===== config.mk =====
export PLATFORM = sky130hd
export DESIGN_NAME = mmio_bus_arbiter
export DESIGN_NICKNAME = d
export VERILOG_FILES = /design/src/rtl/mmio_arb_pkg.sv /design/src/rtl/mmio_rr_arbiter.sv /design/src/rtl/mmio_bus_arbiter.sv
export SDC_FILE = /design/constraint.sdc
export NUM_CORES = 1
export LEC_CHECK = 0
export ABC_CLOCK_PERIOD_IN_PS = 3630
export CAP_MARGIN = 20
export CORE_MARGIN = 5
export CORE_UTILIZATION = 43
export DETAILED_ROUTE_END_ITERATION = 10
export GPL_ROUTABILITY_DRIVEN = 1
export GPL_TIMING_DRIVEN = 0
export HOLD_SLACK_MARGIN = 0.12
export PLACE_DENSITY = 0.92
export SLEW_MARGIN = 20
export SYNTH_ARGS = -nofsm -noshare
export SYNTH_HDL_FRONTEND = slang
export SYNTH_SLANG_ARGS = --single-unit

===== constraint.sdc =====
create_clock -name clk -period 3.63 [get_ports clk]
set_clock_uncertainty 0.1 [all_clocks]
set_input_delay 0.5445 -clock clk [delete_from_list [all_inputs] [get_ports clk]]
set_output_delay 0.5445 -clock clk [all_outputs]
set_load 0.005 [all_outputs]

===== src/rtl/mmio_arb_pkg.sv =====
// Shared types and constants for the two-requester MMIO bus arbiter.
package mmio_arb_pkg;

   // Arbiter transaction phases.
   typedef enum logic [1:0] {
      IDLE  = 2'd0,
      ISSUE = 2'd1,
      WAIT  = 2'd2,
      RESP  = 2'd3
   } arb_state_t;

   // Requester identity: 0 is the core load/store unit, 1 is the DMA engine.
   typedef enum logic {
      REQ0 = 1'b0,
      REQ1 = 1'b1
   } req_id_t;

   localparam int DEFAULT_TIMEOUT_CYCLES = 64;

   // Converts a one-hot two-way grant into the requester that owns it.
   function automatic req_id_t grant_to_id(input logic [1:0] grant);
      return grant[1] ? REQ1 : REQ0;
   endfunction

endpackage


===== src/rtl/mmio_rr_arbiter.sv =====
// Two-way round-robin grant: whoever was not granted last wins a tie.
module mmio_rr_arbiter
   import mmio_arb_pkg::*;
(
   input  logic       clk,
   input  logic       rst_n,
   input  logic [1:0] request,
   input  logic       enable,
   output logic [1:0] grant
);

   req_id_t last_grant;

   // Pick one requester when grants are allowed; a tie goes to the one not served last.
   always_comb begin
      grant = 2'b00;
      if (enable) begin
         if (request == 2'b11) begin
            grant = (last_grant == REQ0) ? 2'b10 : 2'b01;
         end else begin
            grant = request;
         end
      end
   end

   // Remember who was granted; resetting to REQ1 hands the first tie to req0.
   always_ff @(posedge clk or negedge rst_n) begin
      if (!rst_n) begin
         last_grant <= REQ1;
      end else if (|grant) begin
         last_grant <= grant_to_id(grant);
      end
   end

endmodule


===== src/rtl/mmio_bus_arbiter.sv =====
// Shares one MMIO data bus between the core LSU (req0) and the DMA (req1),
// one transaction at a time, with a bounded wait for the slave's ack.
module mmio_bus_arbiter
   import mmio_arb_pkg::*;
#(
   parameter int TIMEOUT_CYCLES = DEFAULT_TIMEOUT_CYCLES
) (
   input  logic        clk,
   input  logic        rst_n,
   input  logic        req0_valid,
   input  logic        req0_read,
   input  logic [31:0] req0_address,
   input  logic [31:0] req0_store,
   output logic        req0_ready,
   output logic        req0_rvalid,
   output logic [31:0] req0_rdata,
   output logic        req0_err,
   input  logic        req1_valid,
   input  logic        req1_read,
   input  logic [31:0] req1_address,
   input  logic [31:0] req1_store,
   output logic        req1_ready,
   output logic        req1_rvalid,
   output logic [31:0] req1_rdata,
   output logic        req1_err,
   output logic [31:0] data_address,
   output logic [31:0] data_store,
   output logic        data_read,
   output logic        data_enable,
   input  logic [31:0] data_fetch,
   input  logic        bus_ack
);

   localparam logic [7:0] LAST_WAIT = 8'(TIMEOUT_CYCLES - 1);

   arb_state_t  state;
   arb_state_t  next_state;
   req_id_t     owner;
   logic [31:0] address_q;
   logic [31:0] store_q;
   logic        read_q;
   logic [31:0] rdata_q;
   logic        err_q;
   logic [7:0]  wait_count;
   logic [1:0]  grant;

   mmio_rr_arbiter u_rr (
      .clk     (clk),
      .rst_n   (rst_n),
      .request ({req1_valid, req0_valid}),
      .enable  (state == IDLE),
      .grant   (grant)
   );

   // State register; reset drops any in-flight transaction on the floor.
   always_ff @(posedge clk or negedge rst_n) begin
      if (!rst_n) begin
         state <= IDLE;
      end else begin
         state <= next_state;
      end
   end

   // Next-state logic; bus_ack only matters while the bus is driven.
   always_comb begin
      next_state = state;
      case (state)
         IDLE:    if (|grant) next_state = ISSUE;
         ISSUE:   next_state = bus_ack ? RESP : WAIT;
         WAIT:    if (bus_ack || (wait_count == LAST_WAIT)) next_state = RESP;
         RESP:    next_state = IDLE;
         default: next_state = IDLE;
      endcase
   end

   // Request latches, wait counter and completion capture; ack beats timeout.
   always_ff @(posedge clk or negedge rst_n) begin
      if (!rst_n) begin
         owner      <= REQ0;
         address_q  <= '0;
         store_q    <= '0;
         read_q     <= 1'b0;
         rdata_q    <= '0;
         err_q      <= 1'b0;
         wait_count <= '0;
      end else begin
         case (state)
            IDLE: begin
               if (|grant) begin
                  owner     <= grant_to_id(grant);
                  address_q <= grant[1] ? req1_address : req0_address;
                  store_q   <= grant[1] ? req1_store   : req0_store;
                  read_q    <= grant[1] ? req1_read    : req0_read;
               end
            end
            ISSUE: begin
               wait_count <= '0;
               if (bus_ack) begin
                  rdata_q <= read_q ? data_fetch : '0;
                  err_q   <= 1'b0;
               end
            end
            WAIT: begin
               if (bus_ack) begin
                  rdata_q <= read_q ? data_fetch : '0;
                  err_q   <= 1'b0;
               end else begin
                  wait_count <= wait_count + 8'd1;
                  if (wait_count == LAST_WAIT) begin
                     rdata_q <= '0;
                     err_q   <= 1'b1;
                  end
               end
            end
            default: begin
            end
         endcase
      end
   end

   // Outputs: ready only in IDLE, bus only in ISSUE/WAIT, completion only in RESP.
   always_comb begin
      req0_ready   = 1'b0;
      req1_ready   = 1'b0;
      req0_rvalid  = 1'b0;
      req1_rvalid  = 1'b0;
      req0_rdata   = '0;
      req1_rdata   = '0;
      req0_err     = 1'b0;
      req1_err     = 1'b0;
      data_address = '0;
      data_store   = '0;
      data_read    = 1'b0;
      data_enable  = 1'b0;
      case (state)
         IDLE: begin
            req0_ready = grant[0];
            req1_ready = grant[1];
         end
         ISSUE, WAIT: begin
            data_enable  = 1'b1;
            data_address = address_q;
            data_store   = store_q;
            data_read    = read_q;
         end
         RESP: begin
            if (owner == REQ0) begin
               req0_rvalid = 1'b1;
               req0_rdata  = rdata_q;
               req0_err    = err_q;
            end else begin
               req1_rvalid = 1'b1;
               req1_rdata  = rdata_q;
               req1_err    = err_q;
            end
         end
         default: begin
         end
      endcase
   end

endmodule


After elaboration in Yosys (flattened, before gate mapping)

Index checks and enable logic that the tools add are counted.

Word-level logic and storage cells: 69
Bits in registers: 110
Input port bits: 167
Output and inout port bits: 136

Equal/unequal tests: 10
Multiplexer cells: 40
Add/subtract/negate cells: 1
Reductions and logical operators: 9

Operator list:

| cell                                           | count |
|---|---|
| 2-to-1 mux 32 bit                              | 12 |
| case mux 32 bit (2 select lines)               | 1 |
| 2-to-1 mux 1 bit                               | 18 |
| case mux 8 bit (2 select lines)                | 1 |
| 2-to-1 mux 2 bit                               | 5 |
| adder 8 x 1 -> 8 bit (second input constant)   | 1 |
| == test 8 x 6 -> 1 bit (second input constant) | 1 |
| 2-to-1 mux 8 bit                               | 1 |
| != test 2 bit (second input constant)          | 4 |
| case mux 2 bit (4 select lines)                | 1 |
| == test 2 bit (second input constant)          | 3 |
| AND reduction 2 bit                            | 3 |
| OR reduction 2 bit                             | 2 |
| != test 3 bit (second input constant)          | 1 |
| AND reduction 3 bit                            | 1 |
| == test 2 x 1 -> 1 bit (second input constant) | 1 |
| zero test 2 bit                                | 1 |
| case mux 1 bit (2 select lines)                | 1 |
| nonzero test 2 bit                             | 1 |
| logical OR 1 bit                               | 1 |

Logic depth before layout (Yosys ltp)

Gate-level depths: netlist of run 1.

Word-level depth: 6
Depth in mapped cells: 8
Mapped depth without buffers: 6

Modules after synthesis

From an unflattened synthesis of run 1, not the netlist that was laid out.

Cell total of the unflattened synthesis: 652
Area, all modules: 6010.8 µm²

By module, submodules not included:

| module           | area an instance (µm²) | sequential area each (µm²) | cells an instance | instances |
|---|---|---|---|---|
| mmio_bus_arbiter | 5948.2                 | 2727.6                     | 644               | 1 |
| mmio_rr_arbiter  | 62.6                   | 26.3                       | 8                 | 1 |

Worst setup path after synthesis of run 1

No wires, ideal clock.

Kind: reg-to-output
Start point: register state[0]
End point: output data_address[0]
Arrival time: 1375 ps
Data required time: 2985 ps
Stages on the path, launching flop included: 6
Buffers on the path: 2
Setup slack: 1610 ps
Cells stage by stage: dfrtp_1 inv_1 ha_1 clkbuf_1 clkbuf_1 and2_1

Longest elaborated chain between the ends: 3
Elaborated cells on any way between the ends: 4
Those cells by class: 2 x eq/ne; 1 x mux; 1 x reduce/logical

RTL lines:

| element                                                        | RTL line                | text |
|---|---|---|
| start: declaration                                             | mmio_bus_arbiter.sv:36  | `arb_state_t state;` |
| start signal: assignment                                       | mmio_bus_arbiter.sv:60  | `state <= next_state;` |
| == test 2 bit / == test 2 x 1 -> 1 bit (equally long branches) | mmio_bus_arbiter.sv:135 | `case (state)` |
| OR reduction 2 bit *                                           | mmio_bus_arbiter.sv:135 |  |
| 2-to-1 mux 32 bit *                                            | mmio_bus_arbiter.sv:135 |  |
| end: declaration                                               | mmio_bus_arbiter.sv:26  | `output logic [31:0] data_address,` |

Every way passes the cells marked *; elsewhere a longest branch is shown, timed or not.

Worst setup path in the final report of run 1

Start point: register state[0]
End point: output data_address[8]

The elaborated chain is that of the path after synthesis.

==> summary.txt, run 1 <==
Final layout
  • # fillers: slightly below 1,000
  • Nets: between 1,000 and 1,500
  • Share of cells above drive strength 1: between 4 and 5%
  • Synthesis-to-layout area growth: 62.5%
  • Core Util, Final: 71.2%
  • N_diodes: 0

Floorplan
  • Die Ht: about 130 um
  • Die Span X: 126 um
  • Die footprint: 15,800 um2
  • Core box area: between 10,000 and 15,000 um2
  • FP Rows: 42
  • Starting Density: 43.8%
  • Ports: 303

Timing
  • Final period util: between 90% and 100%
  • Final Hold Viols: 0
  • Final max-slew violation count: 0
  • Slew headroom: 61.9%
  • Final setup TNS: 0 ns
  • Fin crit period: about 3.3 ns
  • Final setup fails: 0
  • RSZ-0062 raised after global routing: false
  • Actual slew at the worst max-slew pin: 0.571 ns
  • Max Freq: roughly 0.30 GHz

Place
  • Detailed placement HPWL: between 15,000 and 20,000 um
  • PortBufs: 302
  • Routability cong.: 0.913

Clock tree
  • CTS tree: done
  • Clk sinks: 110
  • Root Driver: clkbuf_16
  • CTS H-tree lvls: 3
  • CTS max path bufs: 2
  • Worst-skew pair later-pin latency: between 0.3 and 0.4 ns
  • Clock transition at path regs: around 0.070 ns
  • CTS Buf Count: 9

Synthesis
  • Synthesized area: between 5000 and 6000 um2
  • Cells after Synth: between 500 and 600
  • Asr flop ratio synth: 100%
  • Ys Warns: 0
  • Post-synth EDFFs: 0
  • Synth Flop Type: dfrtp_1
  • Distinct cell type count after synthesis: 35
  • Post-Syn Nets: 759
  • Avg Cell Area, Syn: about 9.9 um2
  • Synth Register Bits: between 100 and 150
  • Post-synthesis sequential area ratio: 47.7%

Power and ir drop
  • Leak pwr: 4.48 nW
  • Pwr Total: about 6.6 mW
  • Cell Pwr Density: 705 nW/um2
  • Maximum vdd drop: ~0.47 mV

Worst hold path
  • Hold Path Depth: 2
  • Hold Crit Class: reg2reg

Drt
  • Number of remaining DRC errors: 0
  • Antenna viol nets, final: 0
  • DRT iter0 DRCs: 290
  • Routed via count: ~5,600
  • DR WL/cell: 18.5 um
  • Drt pass-1 iters: 4
  • Routed WL: 20,000 um
  • DR vias/cell: 5.21

Global routing
  • Grt total ovfl: 0
  • First-pass GRT wire length: around 31,000 um
  • Vias in the first global route: 5,877
  • Pin count of the biggest net entering global routing: 68
  • Initial antenna violation count: 0
  • Overall Global Routing Usage: between 20% and 30%

Run
  • Max-Cap Viols: 0

Run status
  • Status: completed

Setup path
  • Critical path class: reg2out
  • CP startpoint kind: flop
  • Worst reg2reg path depth: 7
  • CP required: 2.99 ns
  • Crit end category: output port
  • WP data arrival: around 2.7 ns
  • Crit Path Max Fanout: 13
## synth_stat cells, types with 5 or more instances
master / n / share of area (%)
inv_1: 6 / 0.39
and2_1: 99 / 11
xnor2_1: 5 / 0.76
buf_2: 11 / 0.95
ha_1: 6 / 1.3
a21oi_1: 6 / 0.52
dfrtp_1: 109 / 47
mux2i_1: 67 / 12
o21ai_0: 40 / 3.5
o21ai_1: 30 / 2.6
clkbuf_1: 26 / 1.7
buf_6: 6 / 1.2
nor2_1: 7 / 0.46
and3_1: 35 / 3.8
nand2_1: 73 / 4.7
a22o_1: 32 / 4.9
## cell usage in the layout, fill, tap and decap left out, types with 5 or more instances in the layout
cell | Yosys | final
mux2i_1 | 67 | 67
clkdlybuf4s50_1 | 0 | 301
o21ai_0 | 40 | 40
dfrtp_1 | 109 | 109
nor2_1 | 7 | 7
ha_1 | 6 | 6
clkbuf_16 | 0 | 9
and3_1 | 35 | 35
inv_1 | 6 | 6
nand2_1 | 73 | 73
a22o_1 | 32 | 32
buf_2 | 11 | 11
a21oi_1 | 6 | 6
xnor2_1 | 5 | 5
clkbuf_1 | 26 | 25
o21ai_1 | 30 | 30
buf_6 | 6 | 7
and2_1 | 99 | 99
## path summary, 6_finish.rpt
kind | from | slack [ns] | endpoint
worst max-delay path | state[0]$_DFFE_PN0P_ | 0.29 | data_address[8]
worst min-delay path | store_q[24]$_DFFE_PN0P_ | 0.38 | store_q[24]$_DFFE_PN0P_
worst max register to register | state[0]$_DFFE_PN0P_ | 1.36 | address_q[10]$_DFFE_PN0P_
worst min register to register | store_q[24]$_DFFE_PN0P_ | 0.38 | store_q[24]$_DFFE_PN0P_
max in group asynchronous | rst_n | 2.16 | u_rr.last_grant$_DFFE_PN1P_
min in group asynchronous | rst_n | 0.59 | rdata_q[21]$_DFFE_PN0P_
## cells by family after synthesis
family	count (synthesis)	share of synthesized area, %
muxes	68	11.8
and+or+nand+nor	224	20.9
buffers and inverters	53	4.53
adders and majority gates	6	1.30
DFF	110	47.7
AOI/OAI and AO/OA	119	12.9
xor gates and xnor gates	6	0.910
## stage by stage
step	setup WS, ns	instances	instance area, um2	hold WS (ns)
3_3_place_gp	-2.25	1064	9020	0.351
6_report	0.290	1081	9390	0.378
2_1_floorplan	1.61	586	5780	0.149
4_1_cts	0.0173	1082	9390	0.379
5_1_grt	0.0633	1081	9390	0.400
3_5_place_dp	0.423	1065	9050	0.364
## critical path, cell delays in order (launching register included)
cell	delay, ns
dfrtp_1	0.42
inv_1	0.11
ha_1	0.66
clkbuf_1	0.40
and2_1	0.20
clkdlybuf4s50_1	0.55
## layer usage
layer	up-vias	global-route usage [%]	part of all wire [%]
met5	-	0	0
met4	0	7.38	2.3
met3	32	8.04	8.5
met2	261	45.6	51
met1	2715	27.6	38
li1	2628	-	-
## sequential cells by signal (all words and copies together), names as in the netlist
name and flops:
err_q 1, owner 1, store_q 32, read_q 1, wait_count 8, rdata_q 32
address_q 32, u_rr.last_grant 1, state 2
## repair_timing
action                                 in CTS  in global routing
setup endpoints to repair                   0                 38
buffers inserted                            0                  0
hold buffers                                1                  0
endpoints found under the hold margin      43                  0
resized for setup                           0                  0
## where the power goes
group | total (mW) | internal, mW | switching [mW]
Combinational | 3.51 | 1.87 | 1.64
Clock | 1.10 | 0.643 | 0.462
Sequential | 2.01 | 1.72 | 0.293
Total | 6.62 | 4.23 | 2.39
## final cells by class
class | instances | area (um2) | area share, %
clock inverters | 5 | 81.3 | 0.866
flip-flops and latches | 110 | 2750 | 29.3
clock buffers | 11 | 253 | 2.69
well taps | 176 | 220 | 2.35
multi-input cells | 423 | 2760 | 29.4
repair buffers | 304 | 3060 | 32.6
inverters | 7 | 26.3 | 0.280
plain buffers | 45 | 231 | 2.47
Note: power is estimated with default switching activity, not from simulation.
==> run 2, diff against run 1 <==
Settings changed: CORE_UTILIZATION 43 to 50, DONT_BUFFER_PORTS set to 1, PLACE_DENSITY 0.92 to 0.71.
==> run 2 against run 1 <==
Compared with the run above:
- power fell by 21%
- first-iteration DRC count fell by 26%
- flip-flop and latch count did not move
- sequential share of layout area rose by 15 points
- clock power fell by 13%
- highest routed layer unchanged
==> summary.txt, run 2 (same netlist as run 1, synthesis figures left out) <==
Drt
  • DR vias/cell: 5.91 (+13%)
  • Antenna viol nets, final: 0 (unchanged)
  • Routed WL: 16,500 um (-18%)
  • DR WL/cell: 22.1 um (+19%)
  • Routed via count: 4,413 (-22%)
  • Drt pass-1 iters: 5 (+1)
  • DRT iter0 DRCs: 216 (-26%)
  • Number of remaining DRC errors: 0 (unchanged)

Global routing
  • Grt total ovfl: 0 (unchanged)
  • Overall Global Routing Usage: 22.9% (-2.0 points)
  • First-pass GRT wire length: 25,600 um (-18%)
  • Vias in the first global route: 4,633 (-21%)
  • Initial antenna violation count: 0 (unchanged)
  • Pin count of the biggest net entering global routing: 111 (+63%)

Timing
  • Slew headroom: 61.4% (-0.58 points)
  • Final period util: 87.2% (-4.9 points)
  • Final setup fails: 0 (unchanged)
  • Final setup TNS: 0 ns (unchanged)
  • Final max-slew violation count: 0 (unchanged)
  • RSZ-0062 raised after global routing: false
  • Final Hold Viols: 0 (unchanged)
  • Fin crit period: 3.16 ns (-0.176 ns)
  • Actual slew at the worst max-slew pin: 0.580 ns (+0.00867 ns)
  • Max Freq: 0.316 GHz (+5.6%)

Place
  • Routability cong.: 0.864 (-5.3%)
  • Number of placed cells counting well taps: 729 (-32%)
  • Detailed placement HPWL: 12,700 um (-20%)
  • PortBufs: 0 (-100%)

Setup path
  • WP data arrival: 2.52 ns (-0.18 ns)
  • Crit end category: output port
  • CP startpoint kind: flop
  • FF-to-FF End: address_q[8]$_DFFE_PN0P_
  • Critical R2R Launch: state[0]$_DFFE_PN0P_
  • Worst reg2reg path depth: 6 (-1)
  • Critical path class: reg2out
  • CP required: 2.99 ns (about the same)
  • Crit Path Max Fanout: 10 (-3)
  • R2r setup slk: 1.36 ns (about the same)

Floorplan
  • Ports: 303 (unchanged)
  • Starting Density: 50.8% (+7.0 points)
  • Die Span X: 117 um (-6.7%)
  • Core box area: 11,400 um2 (-14%)
  • FP Rows: 39 (-7.1%)
  • Die Ht: 117 um (-6.7%)
  • Die footprint: 13,800 um2 (-13%)

Final layout
  • Commonest non-fill, non-tap cell in the layout: dfrtp_1
  • Final std cells w/o fill: 747 (-31%)
  • Flip-flop and latch area: 2750 um2 (unchanged)
  • N_diodes: 0 (unchanged)
  • Multi-input gate area: 2760 um2 (unchanged)
  • Synthesis-to-layout area growth: 8.73%
  • Nets: 772 (-28%)
  • # fillers: 1,006 (+1.4%)
  • Core Util, Final: 55.2% (-16 points)
  • Share of cells above drive strength 1: 6.79% (+1.9 points)
  • Biggest regs: address_q (32), rdata_q (32), store_q (32)
  • Most frequent cells in the layout: 109 x dfrtp_1, 99 x and2_1, 73 x nand2_1, 67 x mux2i_1, 40 x o21ai_0

Power and ir drop
  • Switching pwr: 2.13 mW (-11%)
  • Proportion of power drawn by the clock network: 18.3% (+1.6 points)
  • Cell Pwr Density: 831 nW/um2 (+18%)
  • Pwr Total: 5.22 mW (-21%)
  • Maximum vdd drop: 0.429 mV (-8.3%)
  • Logic pwr share: 43.3% (-9.6 points)
  • Sw Share: 40.8% (+4.7 points)
  • Leak pwr: 3.34 nW (-26%)
  • Power share of the sequential group: 38.3% (+7.9 points)
  • Design internal power: 3.09 mW (-27%)

Clock tree
  • CTS H-tree lvls: 3 (unchanged)
  • Resized cells post-CTS: 0 (unchanged)
  • Clk sinks: 110 (unchanged)
  • CTS tree: done
  • CTS max path bufs: 2 (unchanged)
  • CTS Buf Count: 9 (unchanged)
  • Clock transition at path regs: 0.07 ns (about the same)
  • Worst-skew pair later-pin latency: 0.34 ns (about the same)
  • Root Driver: clkbuf_16

Run
  • Max-Cap Viols: 0 (unchanged)

Worst hold path
  • Hold Path End: u_rr.last_grant$_DFFE_PN1P_
  • Hold Crit Class: in2reg
  • Hold Path Depth: 1 (-1)
  • Hold_sp: req0_valid

Run status
  • Status: completed
run 2: area by class of cell:
class,instances,share of cell area (%)
multi-input cells,423,44.0
flip-flops and latches,110,43.9
clock buffers,14,4.36
plain buffers,46,3.75
well taps,143,2.85
repair buffers,2,0.598
inverters,7,0.418
clock inverters,2,0.219
run 2: power groups by stage:
stage | registers (mW) | logic, mW | clock network, mW
finish | 2.00 | 2.26 | 0.957
global route | 2.06 | 2.55 | 1.02
CTS | 1.99 | 2.31 | 0.982
detailed placement | 2.01 | 2.27 | 0
global placement | 1.98 | 2.21 | 0
floorplan | 1.92 | 1.68 | 0
run 2: worst max-delay path by stage:
stage          depth (start not counted)  slack, ns            startpoint          endpoint
6_report                               5       0.47  state[0]$_DFFE_PN0P_  data_address[15]
5_1_grt                                5       0.22  state[0]$_DFFE_PN0P_  data_address[15]
4_1_cts                                5       0.37  state[1]$_DFFE_PN0P_  data_address[15]
3_5_place_dp                           5       0.74  state[0]$_DFFE_PN0P_  data_address[15]
3_3_place_gp                           5       0.78  state[0]$_DFFE_PN0P_  data_address[15]
2_1_floorplan                          5       1.61  state[0]$_DFFE_PN0P_   data_address[0]
run 2: per-stage QoR:
step | cell area [um2] | setup slack (ns) | hold slack [ns]
after CTS | 6280 | 0.370 | 0.166
after detailed placement | 5950 | 0.744 | 0.151
after floorplan | 5780 | 1.61 | 0.149
after global placement | 5950 | 0.784 | 0.151
final | 6280 | 0.466 | 0.181
after global routing | 6280 | 0.224 | 0.172
run 2: metal layers:
layer  global-route usage, %  part of all wire, %
met1                    26.6                   39
met2                    40.0                   50
met3                    7.21                  8.9
met4                    8.03                  2.1
met5                       0                    0
run 2: critical path: stages (launching register included):
cell and delay, ns:
dfrtp_1 0.40, inv_1 0.11, ha_1 0.44, clkbuf_1 0.48, clkbuf_1 0.46, and2_1 0.28
run 2: repair_timing:
action / in CTS / in global routing
buffers inserted: 0 / 0
endpoints found under the hold margin: 110 / 0
hold buffers: 2 / 0
==> run 3, diff against run 2 <==
Settings changed: RECOVER_POWER set to 25, SKIP_CTS_REPAIR_TIMING set to 1.
==> run 3 against run 2 <==
Compared with the run above:
- non-clock buffer count is the same
- fmax fell by 0.45%
- critical path depth did not move
- flip-flop and latch count stayed put
- highest routed layer unchanged
==> summary.txt, run 3 (same netlist as run 1, synthesis figures left out) <==
Run status
  • Status: completed

Global routing
  • Grt total ovfl: 0 (unchanged)
  • Overall Global Routing Usage: 22.9% (-0.072 points)
  • First-pass GRT wire length: 25,500 um (-0.32%)
  • Pin count of the biggest net entering global routing: 111 (unchanged)
  • Vias in the first global route: 4,616 (-0.37%)
  • Initial antenna violation count: 0 (unchanged)

Power and ir drop
  • Pwr Total: 5.22 mW (about the same)
  • Cell Pwr Density: 833 nW/um2 (+0.29%)
  • Maximum vdd drop: 0.428 mV (-0.31%)
  • Leak pwr: 3.33 nW (-0.24%)

Setup path
  • CP required: 2.99 ns (about the same)
  • Slowest-stage cell, CP: clkbuf_1
  • R2r setup slk: 1.37 ns (about the same)
  • CP startpoint kind: flop
  • Crit-path cells: inv_1, ha_1, clkbuf_1, clkbuf_1, and2_1
  • Worst path top cell family by delay: buffers and inverters
  • Cell repeated most along the worst path: clkbuf_1
  • Crit Path Max Fanout: 10 (unchanged)
  • Max stage delay on crit path: 0.48 ns (about the same)
  • Crit end category: output port
  • Critical path class: reg2out
  • WP data arrival: 2.53 ns (about the same)
  • Worst Path Buf+Inv: 3 (unchanged)

Floorplan
  • Die Span X: 117 um (unchanged)
  • Starting Density: 50.8% (unchanged)
  • Die footprint: 13,800 um2 (unchanged)
  • Core box area: 11,400 um2 (unchanged)
  • Ports: 303 (unchanged)
  • Die Ht: 117 um (unchanged)
  • FP Rows: 39 (unchanged)

Clock tree
  • Worst-skew pair later-pin latency: 0.34 ns (about the same)
  • Clock transition at path regs: 0.07 ns (about the same)
  • Root Driver: clkbuf_16
  • CTS max path bufs: 2 (unchanged)
  • CTS Buf Count: 9 (unchanged)
  • Clk sinks: 110 (unchanged)
  • CTS H-tree lvls: 3 (unchanged)
  • CTS tree: done

Timing
  • Actual slew at the worst max-slew pin: 1.48 ns (+0.904 ns)
  • Final setup TNS: 0 ns (unchanged)
  • Final setup fails: 0 (unchanged)
  • Max Freq: 0.315 GHz (-0.45%)
  • Slew headroom: 1.08% (-60 points)
  • Final max-slew violation count: 0 (unchanged)
  • Final period util: 87.6% (+0.39 points)
  • Final Hold Viols: 0 (unchanged)
  • Fin crit period: 3.18 ns (+0.0142 ns)
  • RSZ-0062 raised after global routing: false

Drt
  • DRT iter0 DRCs: 197 (-8.8%)
  • Drt pass-1 iters: 4 (-1)
  • DR vias/cell: 5.92 (+0.14%)
  • Routed WL: 16,400 um (-0.32%)
  • Number of remaining DRC errors: 0 (unchanged)
  • DR WL/cell: 22.0 um (-0.32%)
  • Routed via count: 4,419 (+0.14%)
  • Antenna viol nets, final: 0 (unchanged)

Place
  • PortBufs: 0 (unchanged)
  • Post-place instance area: 5950 um2 (unchanged)
  • Routability cong.: 0.864 (unchanged)
  • Detailed placement HPWL: 12,700 um (unchanged)

Final layout
  • Commonest non-fill, non-tap cell in the layout: dfrtp_1
  • Share of cells above drive strength 1: 6.79% (unchanged)
  • N_diodes: 0 (unchanged)
  • Design Area, Final: 6260 um2 (-0.32%)
  • Synthesis-to-layout area growth: 8.38%
  • Most frequent cells in the layout: 109 x dfrtp_1, 99 x and2_1, 73 x nand2_1, 67 x mux2i_1, 40 x o21ai_0
  • Nets: 772 (unchanged)
  • # fillers: 1,008 (+0.20%)
  • Biggest regs: address_q (32), rdata_q (32), store_q (32)

Run
  • Max-Cap Viols: 0 (unchanged)

Worst hold path
  • Hold Crit Class: in2reg
==> run 3: changes by cell type in the layout (fill, tap and decap cells not counted), sizes merged <==
cell and delta:
buf -1, clkbuf +1
==> run 3: final timing paths <==
path | cells past startpoint | start | endpoint
min in group asynchronous | 2 | rst_n | rdata_q[17]$_DFFE_PN0P_
worst min-delay path | 1 | req0_valid | u_rr.last_grant$_DFFE_PN1P_
worst max register to register | 6 | state[0]$_DFFE_PN0P_ | address_q[8]$_DFFE_PN0P_
max in group asynchronous | 2 | rst_n | store_q[16]$_DFFE_PN0P_
worst max-delay path | 5 | state[1]$_DFFE_PN0P_ | data_address[15]
worst min register to register | 2 | address_q[1]$_DFFE_PN0P_ | address_q[1]$_DFFE_PN0P_
==> run 3: through the flow <==
step / cells / util (%) / hold slack, ns / setup slack [ns]
after floorplan: 586 / - / 0.149 / 1.61
after global placement: 729 / 52.4 / 0.151 / 0.784
after detailed placement: 729 / 52.4 / 0.151 / 0.744
after CTS: 745 / 54.9 / -0.228 / 0.370
after global routing: 747 / 55.1 / 0.172 / 0.224
final: 747 / 55.1 / 0.182 / 0.452
==> run 3: metal layers <==
metal,share of wire [%],vias to the layer above,global-route usage (%),wire length (um)
met5,0,-,0,0
li1,-,2028,-,-
met1,39,2154,26.4,6380
met2,51,214,39.8,8290
met4,2.1,0,8.03,347
met3,8.5,23,7.30,1400
==> run 3: cell type report <==
cell class	count	area, um2	area share (%)
Clock buffer	14	274	4.38
Inverter	7	26.3	0.420
Timing Repair Buffer	2	17.5	0.280
Tap cell	143	179	2.86
Clock inverter	2	13.8	0.220
Multi-Input combinational cell	423	2760	44.1
Sequential cell	110	2750	44.0
Buffer	46	235	3.76
==> run 3: where the power goes <==
group	total [mW]	internal [mW]	leakage (nW)	switching, mW
sequential	2.00	1.72	1.40	0.282
combinational	2.26	0.843	1.79	1.42
clock	0.955	0.525	0.143	0.430
